`src/rtl/multicycle_control.sv`:
```
// Multicycle MIPS-subset controller. Steps the shared memory/ALU datapath through
// FETCH/DECODE/EXEC/MEM/WB for R-type(0), lw(35), sw(43) and beq(4). It also
// handles memory wait states, counts retired instructions, and traps on an
// illegal opcode or a memory timeout.
//
// Ports
//   i_clk, i_rst_n   clock (rising edge), synchronous active-low reset
//   i_en             run enable, looked at only in FETCH
//   i_opcode         instr[31:26] from IR, captured in DECODE
//   i_mem_ready      memory completes the access this cycle
//   o_pc_write       PC <= PC+4
//   o_ir_write       IR <= memory data
//   o_mem_read       memory read request
//   o_mem_write      memory write request
//   o_reg_dst        1: rd, 0: rt
//   o_alu_src        1: sign-extended immediate, 0: rt
//   o_mem_to_reg     1: memory data, 0: ALU result
//   o_reg_write      register file write
//   o_branch         beq compare/branch enable
//   o_alu_op         00 add, 01 sub, 10 funct-decoded
//   o_state          current state (FETCH=0 .. TRAP=5)
//   o_instr_cnt      retired-instruction count (wraps)
//   o_illegal_op     sticky illegal-opcode trap flag
//   o_mem_timeout    sticky memory-timeout trap flag
module multicycle_control #(
    parameter int unsigned CNT_W      = 16,
    parameter int unsigned WAIT_LIMIT = 15
) (
    input  logic             i_clk,
    input  logic             i_rst_n,
    input  logic             i_en,
    input  logic [5:0]       i_opcode,
    input  logic             i_mem_ready,
    output logic             o_pc_write,
    output logic             o_ir_write,
    output logic             o_mem_read,
    output logic             o_mem_write,
    output logic             o_reg_dst,
    output logic             o_alu_src,
    output logic             o_mem_to_reg,
    output logic             o_reg_write,
    output logic             o_branch,
    output logic [1:0]       o_alu_op,
    output logic [2:0]       o_state,
    output logic [CNT_W-1:0] o_instr_cnt,
    output logic             o_illegal_op,
    output logic             o_mem_timeout
);

    localparam int unsigned WAIT_W = (WAIT_LIMIT < 1) ? 1 : $clog2(WAIT_LIMIT + 1);

    localparam logic [5:0] OP_RTYPE = 6'd0;
    localparam logic [5:0] OP_LW    = 6'd35;
    localparam logic [5:0] OP_SW    = 6'd43;
    localparam logic [5:0] OP_BEQ   = 6'd4;

    typedef enum logic [2:0] {
        S_FETCH  = 3'd0,
        S_DECODE = 3'd1,
        S_EXEC   = 3'd2,
        S_MEM    = 3'd3,
        S_WB     = 3'd4,
        S_TRAP   = 3'd5
    } state_t;

    state_t              r_state;
    logic [5:0]          r_opcode_q;
    logic [WAIT_W-1:0]   r_wait_cnt;
    logic [CNT_W-1:0]    r_instr_cnt;
    logic                r_illegal_op;
    logic                r_mem_timeout;

    logic w_op_legal;
    logic w_wait_expired;

    assign w_op_legal     = (i_opcode == OP_RTYPE) || (i_opcode == OP_LW) ||
                            (i_opcode == OP_SW)    || (i_opcode == OP_BEQ);
    assign w_wait_expired = (r_wait_cnt == WAIT_W'(WAIT_LIMIT));

    // State, captured opcode, wait counter, retire counter and sticky trap flags
    always_ff @(posedge i_clk) begin
        if (!i_rst_n) begin
            r_state       <= S_FETCH;
            r_opcode_q    <= 6'd0;
            r_wait_cnt    <= '0;
            r_instr_cnt   <= '0;
            r_illegal_op  <= 1'b0;
            r_mem_timeout <= 1'b0;
        end else begin
            case (r_state)
                S_FETCH: begin
                    if (!i_en) begin
                        // Idle: no request outstanding, so nothing to time out on
                        r_wait_cnt <= '0;
                    end else if (i_mem_ready) begin
                        r_state    <= S_DECODE;
                        r_wait_cnt <= '0;
                    end else if (w_wait_expired) begin
                        r_state       <= S_TRAP;
                        r_mem_timeout <= 1'b1;
                        r_wait_cnt    <= '0;
                    end else begin
                        r_wait_cnt <= r_wait_cnt + WAIT_W'(1);
                    end
                end
                S_DECODE: begin
                    r_opcode_q <= i_opcode;
                    r_wait_cnt <= '0;
                    if (w_op_legal) begin
                        r_state <= S_EXEC;
                    end else begin
                        r_state      <= S_TRAP;
                        r_illegal_op <= 1'b1;
                    end
                end
                S_EXEC: begin
                    r_wait_cnt <= '0;
                    case (r_opcode_q)
                        OP_RTYPE:     r_state <= S_WB;
                        OP_LW, OP_SW: r_state <= S_MEM;
                        OP_BEQ: begin
                            r_state     <= S_FETCH;
                            r_instr_cnt <= r_instr_cnt + CNT_W'(1);
                        end
                        default:      r_state <= S_FETCH;
                    endcase
                end
                S_MEM: begin
                    if (i_mem_ready) begin
                        r_wait_cnt <= '0;
                        if (r_opcode_q == OP_LW) begin
                            r_state <= S_WB;
                        end else begin
                            r_state     <= S_FETCH;
                            r_instr_cnt <= r_instr_cnt + CNT_W'(1);
                        end
                    end else if (w_wait_expired) begin
                        r_state       <= S_TRAP;
                        r_mem_timeout <= 1'b1;
                        r_wait_cnt    <= '0;
                    end else begin
                        r_wait_cnt <= r_wait_cnt + WAIT_W'(1);
                    end
                end
                S_WB: begin
                    r_state     <= S_FETCH;
                    r_wait_cnt  <= '0;
                    r_instr_cnt <= r_instr_cnt + CNT_W'(1);
                end
                S_TRAP: begin
                    r_state <= S_TRAP;
                end
                default: begin
                    r_state    <= S_FETCH;
                    r_wait_cnt <= '0;
                end
            endcase
        end
    end

    // Control decode from state and captured opcode; forced low while reset is held.
    // The fetch request follows en, and IR/PC updates are gated on the memory handshake.
    always_comb begin
        o_pc_write   = 1'b0;
        o_ir_write   = 1'b0;
        o_mem_read   = 1'b0;
        o_mem_write  = 1'b0;
        o_reg_dst    = 1'b0;
        o_alu_src    = 1'b0;
        o_mem_to_reg = 1'b0;
        o_reg_write  = 1'b0;
        o_branch     = 1'b0;
        o_alu_op     = 2'b00;
        if (i_rst_n) begin
            case (r_state)
                S_FETCH: begin
                    o_mem_read = i_en;
                    o_ir_write = i_en && i_mem_ready;
                    o_pc_write = i_en && i_mem_ready;
                end
                S_EXEC: begin
                    case (r_opcode_q)
                        OP_RTYPE: o_alu_op = 2'b10;
                        OP_LW, OP_SW: begin
                            o_alu_src = 1'b1;
                            o_alu_op  = 2'b00;
                        end
                        OP_BEQ: begin
                            o_alu_op = 2'b01;
                            o_branch = 1'b1;
                        end
                        default: o_alu_op = 2'b00;
                    endcase
                end
                S_MEM: begin
                    o_mem_read  = (r_opcode_q == OP_LW);
                    o_mem_write = (r_opcode_q == OP_SW);
                end
                S_WB: begin
                    o_reg_write  = 1'b1;
                    o_reg_dst    = (r_opcode_q == OP_RTYPE);
                    o_mem_to_reg = (r_opcode_q == OP_LW);
                end
                default: o_alu_op = 2'b00;
            endcase
        end
    end

    assign o_state       = r_state;
    assign o_instr_cnt   = r_instr_cnt;
    assign o_illegal_op  = r_illegal_op;
    assign o_mem_timeout = r_mem_timeout;

endmodule
```
`config.mk`:
```
export PLATFORM = sky130hd
export DESIGN_NAME = multicycle_control
export DESIGN_NICKNAME = d
export VERILOG_FILES = /design/src/rtl/multicycle_control.sv
export SDC_FILE = /design/constraint.sdc
export NUM_CORES = 1
export LEC_CHECK = 0
export BUFFER_PORTS_ARGS = -buffer_cell sky130_fd_sc_hd__buf_2
export CORE_MARGIN = 10
export CORE_UTILIZATION = 35
export DETAILED_ROUTE_END_ITERATION = 12
export PLACE_DENSITY = 0.56
export SLEW_MARGIN = 20
export SYNTH_ARGS = -nofsm -noshare
export SYNTH_HDL_FRONTEND = slang
export SYNTH_SLANG_ARGS = --single-unit
export TNS_END_PERCENT = 100
```
`constraint.sdc`:
```
create_clock -name i_clk -period 2.17 [get_ports i_clk]
set_input_delay 0.217 -clock i_clk [delete_from_list [all_inputs] [get_ports i_clk]]
set_output_delay 0.217 -clock i_clk [all_outputs]
set_load 0.005 [all_outputs]
```
# Word-level counts from Yosys, hierarchy flattened
# Index checks and enable logic that the tools add are counted.
dict set report word_totals {
  reg_bits 31
  in_bits 10
  output_inout_bits 32
  elab_cells 79
}
dict set report op_classes {
  add_sub_neg 2
  n_eq_ne 16
  n_mux 41
  bitwise 1
  n_reduce_logical 13
}
# op n
set ops {}
lappend ops {{16-bit 2-to-1 mux} 3}
lappend ops {{16-bit case mux with 3 select lines} 1}
lappend ops {{6-bit equality test, second input constant} 4}
lappend ops {{1-bit 2-to-1 mux} 20}
lappend ops {{3-bit 2-to-1 mux} 6}
lappend ops {{16-bit by 1-bit adder with 16-bit output, second input constant} 1}
lappend ops {{3-bit case mux with 5 select lines} 1}
lappend ops {{6-bit by 3-bit equality test with 1-bit output, second input constant} 2}
lappend ops {{6-bit zero test} 2}
lappend ops {{4-bit 2-to-1 mux} 3}
lappend ops {{4-bit case mux with 3 select lines} 1}
lappend ops {{2-bit != test, second input constant} 4}
lappend ops {{3-bit by 2-bit equality test with 1-bit output, second input constant} 2}
lappend ops {{3-bit equality test, second input constant} 2}
lappend ops {{3-bit case mux with 2 select lines} 1}
lappend ops {{4-bit by 1-bit adder with 4-bit output, second input constant} 1}
lappend ops {{4-bit equality test, second input constant} 1}
lappend ops {{2-bit 2-to-1 mux} 2}
lappend ops {{1-bit case mux with 2 select lines} 2}
lappend ops {{2-bit case mux with 2 select lines} 1}
lappend ops {{2-bit AND reduction} 2}
lappend ops {{4-bit AND reduction} 1}
lappend ops {{3-bit by 1-bit equality test with 1-bit output, second input constant} 1}
lappend ops {{3-bit zero test} 1}
lappend ops {{other kinds (6)} 8}

# Logic depth before layout (Yosys ltp)
# Gate-level depths: netlist (run 1).
dict set report depth {
  ltp_word 6
  depth_mapped 7
  ltp_nobuf 6
}

# Least setup slack after synthesis (run 1)
# OpenSTA, ideal clock, no wires.
dict set report synth_path {
  kind {reg2reg}
  start {register r_state[1], in the netlist o_state[1]}
  end {register r_instr_cnt[13], in the netlist o_instr_cnt[13]}
  setup_ns 0.070
  arrival_time_ns 1.636
  t_required_ns 2.100
  slack_ns 0.463
  path_stages_with_launch 8
  path_cell_list {dfxtp_1 buf_2 and2b_1 and4_4 o221ai_2 buf_6 or3_1 a21oi_1}
}
dict set report synth_between {
  elab_chain_cells 3
}
# element line_no
set synth_lines {}
lappend synth_lines {{from (decl)} 66} ;# state_t r_state;
lappend synth_lines {{from (signal assigned)} 83} ;# r_state <= S_FETCH;
lappend synth_lines {{from (signal assigned)} 96} ;# r_state <= S_DECODE;
lappend synth_lines {{from (signal assigned)} 99} ;# r_state <= S_TRAP;
lappend synth_lines {{3-bit by 2-bit equality test with 1-bit output / 3-bit equality test (equally long branches)} 90} ;# case (r_state)
lappend synth_lines {{2-bit != test (no line) / 3-bit nonzero test (equally long branches)} -}
lappend synth_lines {{4-bit AND reduction (no line)} -}
lappend synth_lines {{to (signal assigned)} 123} ;# r_instr_cnt <= r_instr_cnt + CNT_W'(1);
lappend synth_lines {{to (signal assigned)} 135} ;# r_instr_cnt <= r_instr_cnt + CNT_W'(1);
lappend synth_lines {{to (signal assigned)} 148} ;# r_instr_cnt <= r_instr_cnt + CNT_W'(1);
lappend synth_lines {{to (decl)} 69} ;# logic [CNT_W-1:0] r_instr_cnt;
# Several ways; a longest one is shown, not always the timed one.
# A chain may end at the register's enable or synchronous reset.

# Worst setup path after layout (run 1)
dict set report layout_path {
  start {register r_opcode_q[5]}
  end {register r_instr_cnt[11], in the netlist o_instr_cnt[11]}
}
dict set report layout_between {
  elab_chain_cells 3
}
# element line_no
set layout_lines {}
lappend layout_lines {{from (decl)} 67} ;# logic [5:0] r_opcode_q;
lappend layout_lines {{from (signal assigned)} 107} ;# r_opcode_q <= i_opcode;
lappend layout_lines {{6-bit by 3-bit equality test with 1-bit output / 6-bit equality test (equally long branches)} {118, 131}}
lappend layout_lines {{2-bit != test (no line)} -}
lappend layout_lines {{4-bit AND reduction (no line) (*)} -}
# Mark *: on every way between the ends. The rest lies on a longest branch, timed or not.

==> impl_metrics.env, run 1 <==
export IMPL_path_buf_inv=0
export IMPL_worst_slew_pin_slew_ns=0.494
export IMPL_port_buffers=41
export IMPL_endpoint="o_instr_cnt[11]$_SDFFE_PN0P_"
export IMPL_seq_area_frac_synth_pct=37.7
export IMPL_synth_fp_nets=216
export IMPL_use_met2_pct=19.9
export IMPL_synth_edf_count=0
export IMPL_final_common_cell="buf_2"
export IMPL_grt_pass1_wl_um=7330
export IMPL_fin_skew_ns=0.00541
export IMPL_min_period_ns=1.90
export IMPL_num_antenna_cells=0
export IMPL_clk_pin_slew_ns=0.07
export IMPL_synth_top_area_cell="dfxtp_1"
export IMPL_ctsResizeCount=0
export IMPL_p_int_mw=0.877
export IMPL_initial_core_util_pct=37.0
export IMPL_fin_util_pct=45.2
export IMPL_dpl_hpwl_um=3370
export IMPL_cts_setup_buffers=0
export IMPL_vias=1616
export IMPL_routedWlPerCell_um=14.8
export IMPL_netlist_area_sq_um=1650
export IMPL_setup_viol=0
export IMPL_ys_types=46
export IMPL_htreeDepth=2
export IMPL_nFillCells=487
export IMPL_grt_ovfl_total=0
export IMPL_cts_sinks=31
export IMPL_rows=24
export IMPL_final_cells=303
export IMPL_nNetsFinal=263
export IMPL_rsz0062_at_grt="false"
export IMPL_synth_area_leaders="dfxtp_1 38%, a21oi_1 6.7%, nor2_1 6.2%, o21ai_0 4.9%, mux2i_1 4.3%"
export IMPL_total_power_mw=1.16
export IMPL_remaining_drc_errors=0
export IMPL_crit_fanout=12
export IMPL_die_h_um=88.6
export IMPL_synthDominantCellAreaShare_pct=37.7
export IMPL_vias_per_cell=5.33
export IMPL_ys_flop_type="dfxtp_1"
export IMPL_drive_gt1_share_pct=26.3
export IMPL_endpoint_kind="flip-flop"
export IMPL_slew_viol_final=0
export IMPL_cts_hold_buf=0
export IMPL_max_freq_mhz=527
export IMPL_power_leakage_nw=0.820
export IMPL_syn_to_final_growth_pct=22.1
export IMPL_rr_startpoint="r_opcode_q[5]$_SDFFE_PN0P_"
export IMPL_grtUsageMet1_pct=13.5
export IMPL_track_usage_pct=11.8
export IMPL_max_slew_margin_pct=67.1
export IMPL_powerDensity_nw_per_um2=579
export IMPL_cp_top_family="simple AND/OR/NAND/NOR gates"
export IMPL_startpoint_type="flip-flop"
export IMPL_power_share_clock_pct=39.1
export IMPL_hold_path_class="in -> reg"
export IMPL_grt_pass1_vias=1581
export IMPL_status="complete, no violations"
export IMPL_coreArea_sq_um=4440
export IMPL_use_met3_pct=3.03
export IMPL_crit_cells=5
export IMPL_yosys_warnings=0
export IMPL_cts_made_buffers=5
export IMPL_fin_crit_sh_pct=87.4
export IMPL_synth_seq_cells=31
export IMPL_setup_worst_path_start="r_opcode_q[5]$_SDFFE_PN0P_"
export IMPL_regArea_sq_um=621
export IMPL_r2r_end="o_instr_cnt[11]$_SDFFE_PN0P_"
export IMPL_drt_wl_total_um=4470
export IMPL_r2r_setup_slack_ns=0.27
export IMPL_avgSynthCellArea_sq_um=8.07
export IMPL_cap_violations=0
export IMPL_dr_pass1_iters=4
export IMPL_swShare_pct=24.5
export IMPL_rr_worst_depth=5
export IMPL_ctsRootBufferMaster="clkbuf_8"
export IMPL_critPathKind="reg -> reg"
export IMPL_syn_inst=204
export IMPL_whs_ns=0.195
export IMPL_p_seq_share_pct=50.8
export IMPL_cpMaxStageDelayCell="or3_2"
export IMPL_clockBufferDepth=2
export IMPL_slowest_delay_ns=0.49
export IMPL_fp_dieArea_sq_um=7840
export IMPL_insertion_delay_ns=0.28
export IMPL_grt_max_degree=27
export IMPL_crit_required_ns=2.38
export IMPL_async_flop_share_pct=0
export IMPL_drtIter0Drc=85
export IMPL_power_frac_comb_pct=10.1
export IMPL_ant_nets=0
export IMPL_top_usage_layer="met2"
export IMPL_gp_congestion=0.846
export IMPL_io_pins=42
export IMPL_arrival_ns=2.10
export IMPL_chipWidth_um=88.6
export IMPL_antenna_found_initial=0
export IMPL_place_inst=296
export IMPL_hold_viol=0
export IMPL_layout_common_cells="41 x buf_2, 31 x dfxtp_1, 27 x nor2_1"
export IMPL_max_vdd_ir_drop_uv=409
export IMPL_cts_tree="yes"
export IMPL_multi_input_area_sq_um=958
export IMPL_cp_cell_sequence="nor4_2 > and4_4 > o221ai_2 > or3_2 > a21oi_1"
export IMPL_tns_ns=0
export IMPL_power_switching_mw=0.285
tightest hold or removal path, delay by kind of cell:
kind / cells / cell delay, ns
mux: 1 / 0.06
buf+inv: 1 / 0.09
simple gates: 1 / 0.08
layout make-up:
type	count	area share [%]
sequential	31	30.9
clock buffer	6	4.11
inverter	5	0.935
tap	52	3.24
clock inverter	1	0.249
timing repair buffer	48	12.8
multi-input combinational	160	47.7
metal layers:
layer,vias to the layer above,share of wire [%]
met3,5,3.7
met4,0,1.6
li1,835,-
met5,-,0
met2,31,49
met1,745,45
state kept, by name (all words and copies together), names as in the netlist:
| signal | cells |
|---|---|
| o_mem_timeout | 1 |
| r_wait_cnt | 4 |
| o_instr_cnt | 16 |
| o_state | 3 |
| r_opcode_q | 6 |
| o_illegal_op | 1 |
synthesized netlist by cell type (2+ instances only):
cell type  number
a21oi_1        22
and2_1          4
and2_2          2
buf_2           2
buf_4           2
clkbuf_1        3
dfxtp_1        31
ha_1            2
inv_1           4
mux2i_1         7
nand2_1        12
nand2b_1        5
nand3_1        12
nand3b_1        2
nand4_1         5
nor2_1         27
nor3_1          7
o21ai_0        16
o221ai_2        2
or3_1          10
or3_2           2
how the worst min path moves through the flow:
stage	startpoint	to	cells after the start
3_5_place_dp	o_mem_timeout$_SDFFE_PN0P_	o_mem_timeout$_SDFFE_PN0P_	2
4_1_cts	i_opcode[3]	r_opcode_q[3]$_SDFFE_PN0P_	3
6_report	i_opcode[3]	r_opcode_q[3]$_SDFFE_PN0P_	3
2_1_floorplan	i_opcode[0]	r_opcode_q[0]$_SDFFE_PN0P_	2
3_3_place_gp	o_illegal_op$_SDFFE_PN0P_	o_illegal_op$_SDFFE_PN0P_	2
5_1_grt	i_opcode[3]	r_opcode_q[3]$_SDFFE_PN0P_	3
through the flow:
stage	worst slack [ns]	instance area [sq um]
2_1_floorplan	0.463	1650
3_3_place_gp	0.326	1920
3_5_place_dp	0.284	1920
4_1_cts	0.268	2010
5_1_grt	0.139	2010
6_report	0.273	2010
power groups by stage:
stage                     clock network, mW  registers [mW]  logic (mW)
after CTS                             0.470           0.590       0.119
after global routing                  0.500           0.591       0.131
after floorplan                           0           0.601      0.0751
after global placement                    0           0.602       0.119
final                                 0.454           0.590       0.118
after detailed placement                  0           0.603       0.118
cells by family (layout without fill, tap and decap cells):
kind of cell | Yosys count | in the layout | synth area share [%]
fa+ha+maj | 2 | 2 | 1.52
compound gates | 51 | 51 | 19.2
mux | 8 | 8 | 4.94
flops | 31 | 31 | 37.7
buf+inv | 13 | 60 | 4.03
simple gates | 97 | 97 | 31.5
xor+xnor | 2 | 2 | 1.06
Note: power is estimated with default switching activity, not from simulation.
==> run 2, diff against run 1 <==
- CORE_UTILIZATION: 35 -> 40
- PLACE_DENSITY: 0.56 -> 0.62
- SETUP_SLACK_MARGIN: default -> 0.3
==> run 2 against run 1 <==
Setup slack improved by 0.13 ns; sequential cell count stayed put; first-iteration DRC count rose by 15%; clock power shrank 5.1%; fmax grew 7.5%; global-route usage grew 0.097 points.
==> impl_metrics.env, run 2 (synthesis gave the netlist of run 1 again) <==
export IMPL_status="complete, no violations"
export IMPL_nFillCells=395
export IMPL_powerDensity_nw_per_um2=560
export IMPL_fin_crit_sh_pct=81.3
export IMPL_grt_max_degree=27
export IMPL_max_freq_mhz=567
export IMPL_htreeDepth=2
export IMPL_dr_pass1_iters=4
export IMPL_startpoint_type="flip-flop"
export IMPL_layout_common_cells="41 x buf_2, 27 x nor2_1, 27 x dfxtp_1"
export IMPL_chipWidth_um=84.1
export IMPL_hold_viol=0
export IMPL_grt_ovfl_total=0
export IMPL_grt_pass1_vias=1580
export IMPL_endpoint="o_instr_cnt[9]$_SDFFE_PN0P_"
export IMPL_cp_top_family="simple AND/OR/NAND/NOR gates"
export IMPL_antenna_found_initial=0
export IMPL_remaining_drc_errors=0
export IMPL_largest_reg_flops=16
export IMPL_cpMaxStageDelayCell="dfxtp_1"
export IMPL_setup_worst_path_start="r_opcode_q[5]$_SDFFE_PN0P_"
export IMPL_setup_viol=0
export IMPL_regArea_sq_um=626
export IMPL_cts_tree="yes"
export IMPL_vias=1643
export IMPL_drt_wl_total_um=4300
export IMPL_nNetsFinal=262
export IMPL_r2r_end="o_instr_cnt[9]$_SDFFE_PN0P_"
export IMPL_num_antenna_cells=0
export IMPL_grt_pass1_wl_um=7250
export IMPL_coreArea_sq_um=4000
export IMPL_crit_fanout=10
export IMPL_max_vdd_ir_drop_uv=442
export IMPL_initial_core_util_pct=41.1
export IMPL_crit_required_ns=2.38
export IMPL_slew_viol_final=0
export IMPL_syn_to_final_growth_pct=23.3
export IMPL_worst_slew_pin_slew_ns=0.527
export IMPL_worst_slack_ns=0.406
export IMPL_rr_startpoint="r_opcode_q[5]$_SDFFE_PN0P_"
export IMPL_clk_pin_slew_ns=0.06
export IMPL_track_usage_pct=11.9
export IMPL_hold_path_class="in -> reg"
export IMPL_dpl_hpwl_um=3250
export IMPL_slowest_delay_ns=0.35
export IMPL_port_buffers=41
export IMPL_critPathKind="reg -> reg"
export IMPL_power_leakage_nw=0.815
export IMPL_r2r_setup_slack_ns=0.41
export IMPL_cp_cell_sequence="nor4_4 > and4_4 > o221ai_4 > buf_4 > or3_1 > a21oi_1"
export IMPL_fp_dieArea_sq_um=7080
export IMPL_cts_made_buffers=5
export IMPL_clockBufferDepth=2
export IMPL_hp_start="i_opcode[3]"
export IMPL_rsz0062_at_grt="true"
export IMPL_die_h_um=84.1
export IMPL_endpoint_kind="flip-flop"
export IMPL_insertion_delay_ns=0.28
export IMPL_rows=23
export IMPL_post_place_ws_ns=0.284
export IMPL_ctsRootBufferMaster="clkbuf_8"
export IMPL_drtIter0Drc=98
export IMPL_drive_gt1_share_pct=28.3
export IMPL_routedWlPerCell_um=14.3
export IMPL_cts_sinks=31
export IMPL_max_slew_margin_pct=64.8
export IMPL_final_common_cell="buf_2"
export IMPL_tns_ns=0
export IMPL_crit_cells=6
export IMPL_fin_skew_ns=0.00427
export IMPL_rr_worst_depth=6
export IMPL_arrival_ns=1.97
export IMPL_path_buf_inv=1
export IMPL_gp_congestion=0.839
export IMPL_ant_nets=0
export IMPL_multi_input_area_sq_um=991
export IMPL_cap_violations=0
export IMPL_io_pins=42
export IMPL_vias_per_cell=5.46
export IMPL_min_period_ns=1.76
run 2: worst reg2reg max path: stages, from the launching register on:
cell and delay (ns):
dfxtp_1 0.35, nor4_4 0.29, and4_4 0.31, o221ai_4 0.15, buf_4 0.17, or3_1 0.30
a21oi_1 0.14
run 2: repair_timing:
item / 4_1_cts / 5_1_grt
gates resized for setup: 2 / 7
setup endpoints to repair: 2 / 16
setup buffers: 0 / 2
pin swaps: 0 / 3
hold buffers: 0 / 0
run 2: worst min-delay path by stage:
stage / slack [ns] / cells past startpoint / to
floorplan: 0.36 / 2 / r_opcode_q[0]$_SDFFE_PN0P_
global placement: 0.45 / 2 / o_illegal_op$_SDFFE_PN0P_
detailed placement: 0.46 / 2 / o_mem_timeout$_SDFFE_PN0P_
CTS: 0.19 / 3 / r_opcode_q[3]$_SDFFE_PN0P_
global route: 0.22 / 3 / r_opcode_q[5]$_SDFFE_PN0P_
finish: 0.20 / 3 / r_opcode_q[3]$_SDFFE_PN0P_
run 2: through the flow:
stage | total power [mW] | hold slack [ns] | area, sq um | utilization [%] | instances
4_1_cts | 1.15 | 0.189 | 1980 | 49.5 | 299
6_report | 1.14 | 0.200 | 2030 | 50.7 | 301
5_1_grt | 1.19 | 0.224 | 2030 | 50.7 | 301
2_1_floorplan | 0.676 | 0.364 | 1650 | - | 204
3_3_place_gp | 0.715 | 0.451 | 1900 | 47.4 | 291
3_5_place_dp | 0.714 | 0.460 | 1900 | 47.4 | 291
run 2: routing by layer:
layer / track usage [%] / part of all wire (%)
met2: 19.8 / 48
met5: 0 / 0
met1: 14.2 / 47
met4: 4.57 / 1.0
met3: 3.09 / 3.6
run 2: area by class of cell:
class / count / share of cell area, %
Inverter: 5 / 0.925
Timing Repair Buffer: 47 / 12.3
Tap cell: 50 / 3.08
Clock buffer: 7 / 3.76
Multi-Input combinational cell: 160 / 48.8
Clock inverter: 1 / 0.247
Sequential cell: 31 / 30.8
run 2: power breakdown:
group	internal (mW)	leakage, nW	total [mW]	switching [mW]
clock network	0.225	0.0422	0.431	0.206
logic	0.0467	0.521	0.110	0.0634
registers	0.581	0.252	0.596	0.0154
==> run 3, diff against run 2 <==
- PLACE_DENSITY: 0.62 -> 0.64
- clock period: 2.17 -> 1.6 ns (I/O delays scaled with it)
==> run 3 against run 2 <==
The run now ends with setup timing left; clock skew shrank 0.00078 ns; via count rose by 6.0%; power rose by 51%; critical path depth shrank 1; design area is 20% higher; count of clock-buffer cells in the layout up 1; die area unchanged; largest cell class unchanged.
==> impl_metrics.env, run 3 (synthesis gave the netlist of run 1 again) <==
export IMPL_status="finished with violations"
export IMPL_violations="setup timing"
export IMPL_io_pins=42
export IMPL_whs_ns=0.145
export IMPL_slew_viol_final=0
export IMPL_crit_fanout=5
export IMPL_largest_reg_flops=16
export IMPL_dr_pass1_iters=4
export IMPL_arrival_ns=1.57
export IMPL_die_h_um=84.1
export IMPL_regArea_sq_um=633
export IMPL_r2r_end="o_instr_cnt[15]$_SDFFE_PN0P_"
export IMPL_final_common_cell="buf_2"
export IMPL_cts_sinks=31
export IMPL_max_vdd_ir_drop_uv=498
export IMPL_worst_slew_pin_slew_ns=0.335
export IMPL_chipWidth_um=84.1
export IMPL_max_slew_margin_pct=77.7
export IMPL_rows=23
export IMPL_clk_pin_slew_ns=0.06
export IMPL_hold_viol=0
export IMPL_grt_pass1_vias=1680
export IMPL_startpoint_type="flip-flop"
export IMPL_gp_congestion=0.863
export IMPL_cts_hold_buf=0
export IMPL_routedWlPerCell_um=14.8
export IMPL_vias=1741
export IMPL_hold_path_endpoint="r_opcode_q[2]$_SDFFE_PN0P_"
export IMPL_vias_per_cell=5.36
export IMPL_syn_to_final_growth_pct=48.2
export IMPL_crit_path_frequent_cell="buf_6"
export IMPL_antenna_found_initial=0
export IMPL_worst_slack_ns=-0.126
export IMPL_holdPathStages=3
export IMPL_track_usage_pct=13.6
export IMPL_min_period_ns=1.73
export IMPL_nNetsFinal=286
export IMPL_insertion_delay_ns=0.28
export IMPL_hp_start="i_opcode[2]"
export IMPL_port_buffers=41
export IMPL_fin_skew_ns=0.00349
export IMPL_grt_max_degree=27
export IMPL_remaining_drc_errors=0
export IMPL_powerDensity_nw_per_um2=704
export IMPL_ant_nets=0
export IMPL_htreeDepth=2
export IMPL_drive_gt1_share_pct=45.5
export IMPL_critPathKind="reg -> out"
export IMPL_nFillCells=367
export IMPL_clockBufferDepth=2
export IMPL_cts_made_buffers=5
export IMPL_cts_tree="yes"
export IMPL_power_leakage_nw=0.986
export IMPL_fin_crit_sh_pct=108
export IMPL_hold_path_class="in -> reg"
export IMPL_rr_worst_depth=5
export IMPL_r2r_setup_slack_ns=-0.11
export IMPL_rr_startpoint="r_opcode_q[3]$_SDFFE_PN0P_"
export IMPL_initial_core_util_pct=41.1
export IMPL_rsz0062_at_grt="true"
export IMPL_ctsRootBufferMaster="clkbuf_8"
export IMPL_dpl_hpwl_um=3470
export IMPL_cp_cell_sequence="nor4_4 > and4_4 > buf_6 > and2_4 > buf_6"
export IMPL_max_freq_mhz=580
export IMPL_grt_ovfl_total=0
export IMPL_endpoint_kind="output pin"
export IMPL_multi_input_area_sq_um=1140
export IMPL_layout_common_cells="37 x buf_2, 23 x dfxtp_1, 23 x buf_4"
export IMPL_setup_viol=12
export IMPL_post_place_ws_ns=-0.108
export IMPL_cap_violations=0
export IMPL_cpMaxStageDelayCell="dfxtp_2"
export IMPL_drtIter0Drc=110
export IMPL_crit_required_ns=1.44
export IMPL_fp_dieArea_sq_um=7080
export IMPL_slowest_delay_ns=0.34
export IMPL_num_antenna_cells=0
export IMPL_grt_pass1_wl_um=8190
export IMPL_coreArea_sq_um=4000
export IMPL_drt_wl_total_um=4800
## run 3: cell types whose count changed in the layout (fill, tap and decap cells not counted), sizes merged
cell,delta
clkbuf,+1
clkinv,-1
buf,+24
## run 3: timing repair
item / CTS / global route
setup endpoints to repair: 40 / 41
buffers inserted: 5 / 2
resized for setup: 30 / 23
pin swaps: 16 / 20
## run 3: area by class of cell
| class | instances | area share, % |
|---|---|---|
| Multi-Input combinational cell | 160 | 46.7 |
| Sequential cell | 31 | 26.0 |
| Timing Repair Buffer | 71 | 19.8 |
| Clock buffer | 8 | 4.10 |
| Tap cell | 50 | 2.57 |
| Inverter | 5 | 0.872 |
## run 3: worst max-delay path by stage
stage | startpoint | to
after floorplan | r_opcode_q[3]$_SDFFE_PN0P_ | o_instr_cnt[5]$_SDFFE_PN0P_
after global placement | r_opcode_q[3]$_SDFFE_PN0P_ | o_instr_cnt[15]$_SDFFE_PN0P_
after detailed placement | r_opcode_q[3]$_SDFFE_PN0P_ | o_instr_cnt[4]$_SDFFE_PN0P_
after CTS | r_opcode_q[5]$_SDFFE_PN0P_ | o_branch
after global routing | r_opcode_q[3]$_SDFFE_PN0P_ | o_alu_op[0]
final | r_opcode_q[3]$_SDFFE_PN0P_ | o_alu_op[0]
## run 3: worst max-delay path: cells and delay by family (launching register included)
kind / cells / cell delay, ns
DFF: 1 / 0.34
buffers and inverters: 2 / 0.21
and+or+nand+nor: 3 / 0.74
## run 3: routing by layer
metal  global-route usage, %  share of wire [%]  vias to the layer above
met3                    3.86                4.3                        5
met1                    15.6                 44                      813
met5                       0                  0                        -
met4                    4.72                1.0                        0
li1                        -                  -                      887
met2                    23.5                 51                       36
## run 3: report_power, final
part	leakage [nW]	switching, mW	total, mW	internal [mW]
clock network	0.0515	0.284	0.676	0.392
registers	0.255	0.0168	0.805	0.788
logic	0.680	0.121	0.237	0.116
## run 3: stage by stage
step / cells / total power [mW] / cell area, sq um / TNS [ns] / util [%]
3_5_place_dp: 310 / 0.993 / 2090 / -0.812 / 52.3
5_1_grt: 325 / 1.80 / 2440 / -2.15 / 61.0
3_3_place_gp: 310 / 0.992 / 2090 / -0.252 / 52.3
4_1_cts: 323 / 1.70 / 2340 / -1.09 / 58.4
6_report: 325 / 1.72 / 2440 / -0.805 / 61.0
2_1_floorplan: 204 / 0.926 / 1710 / -0.110 / -
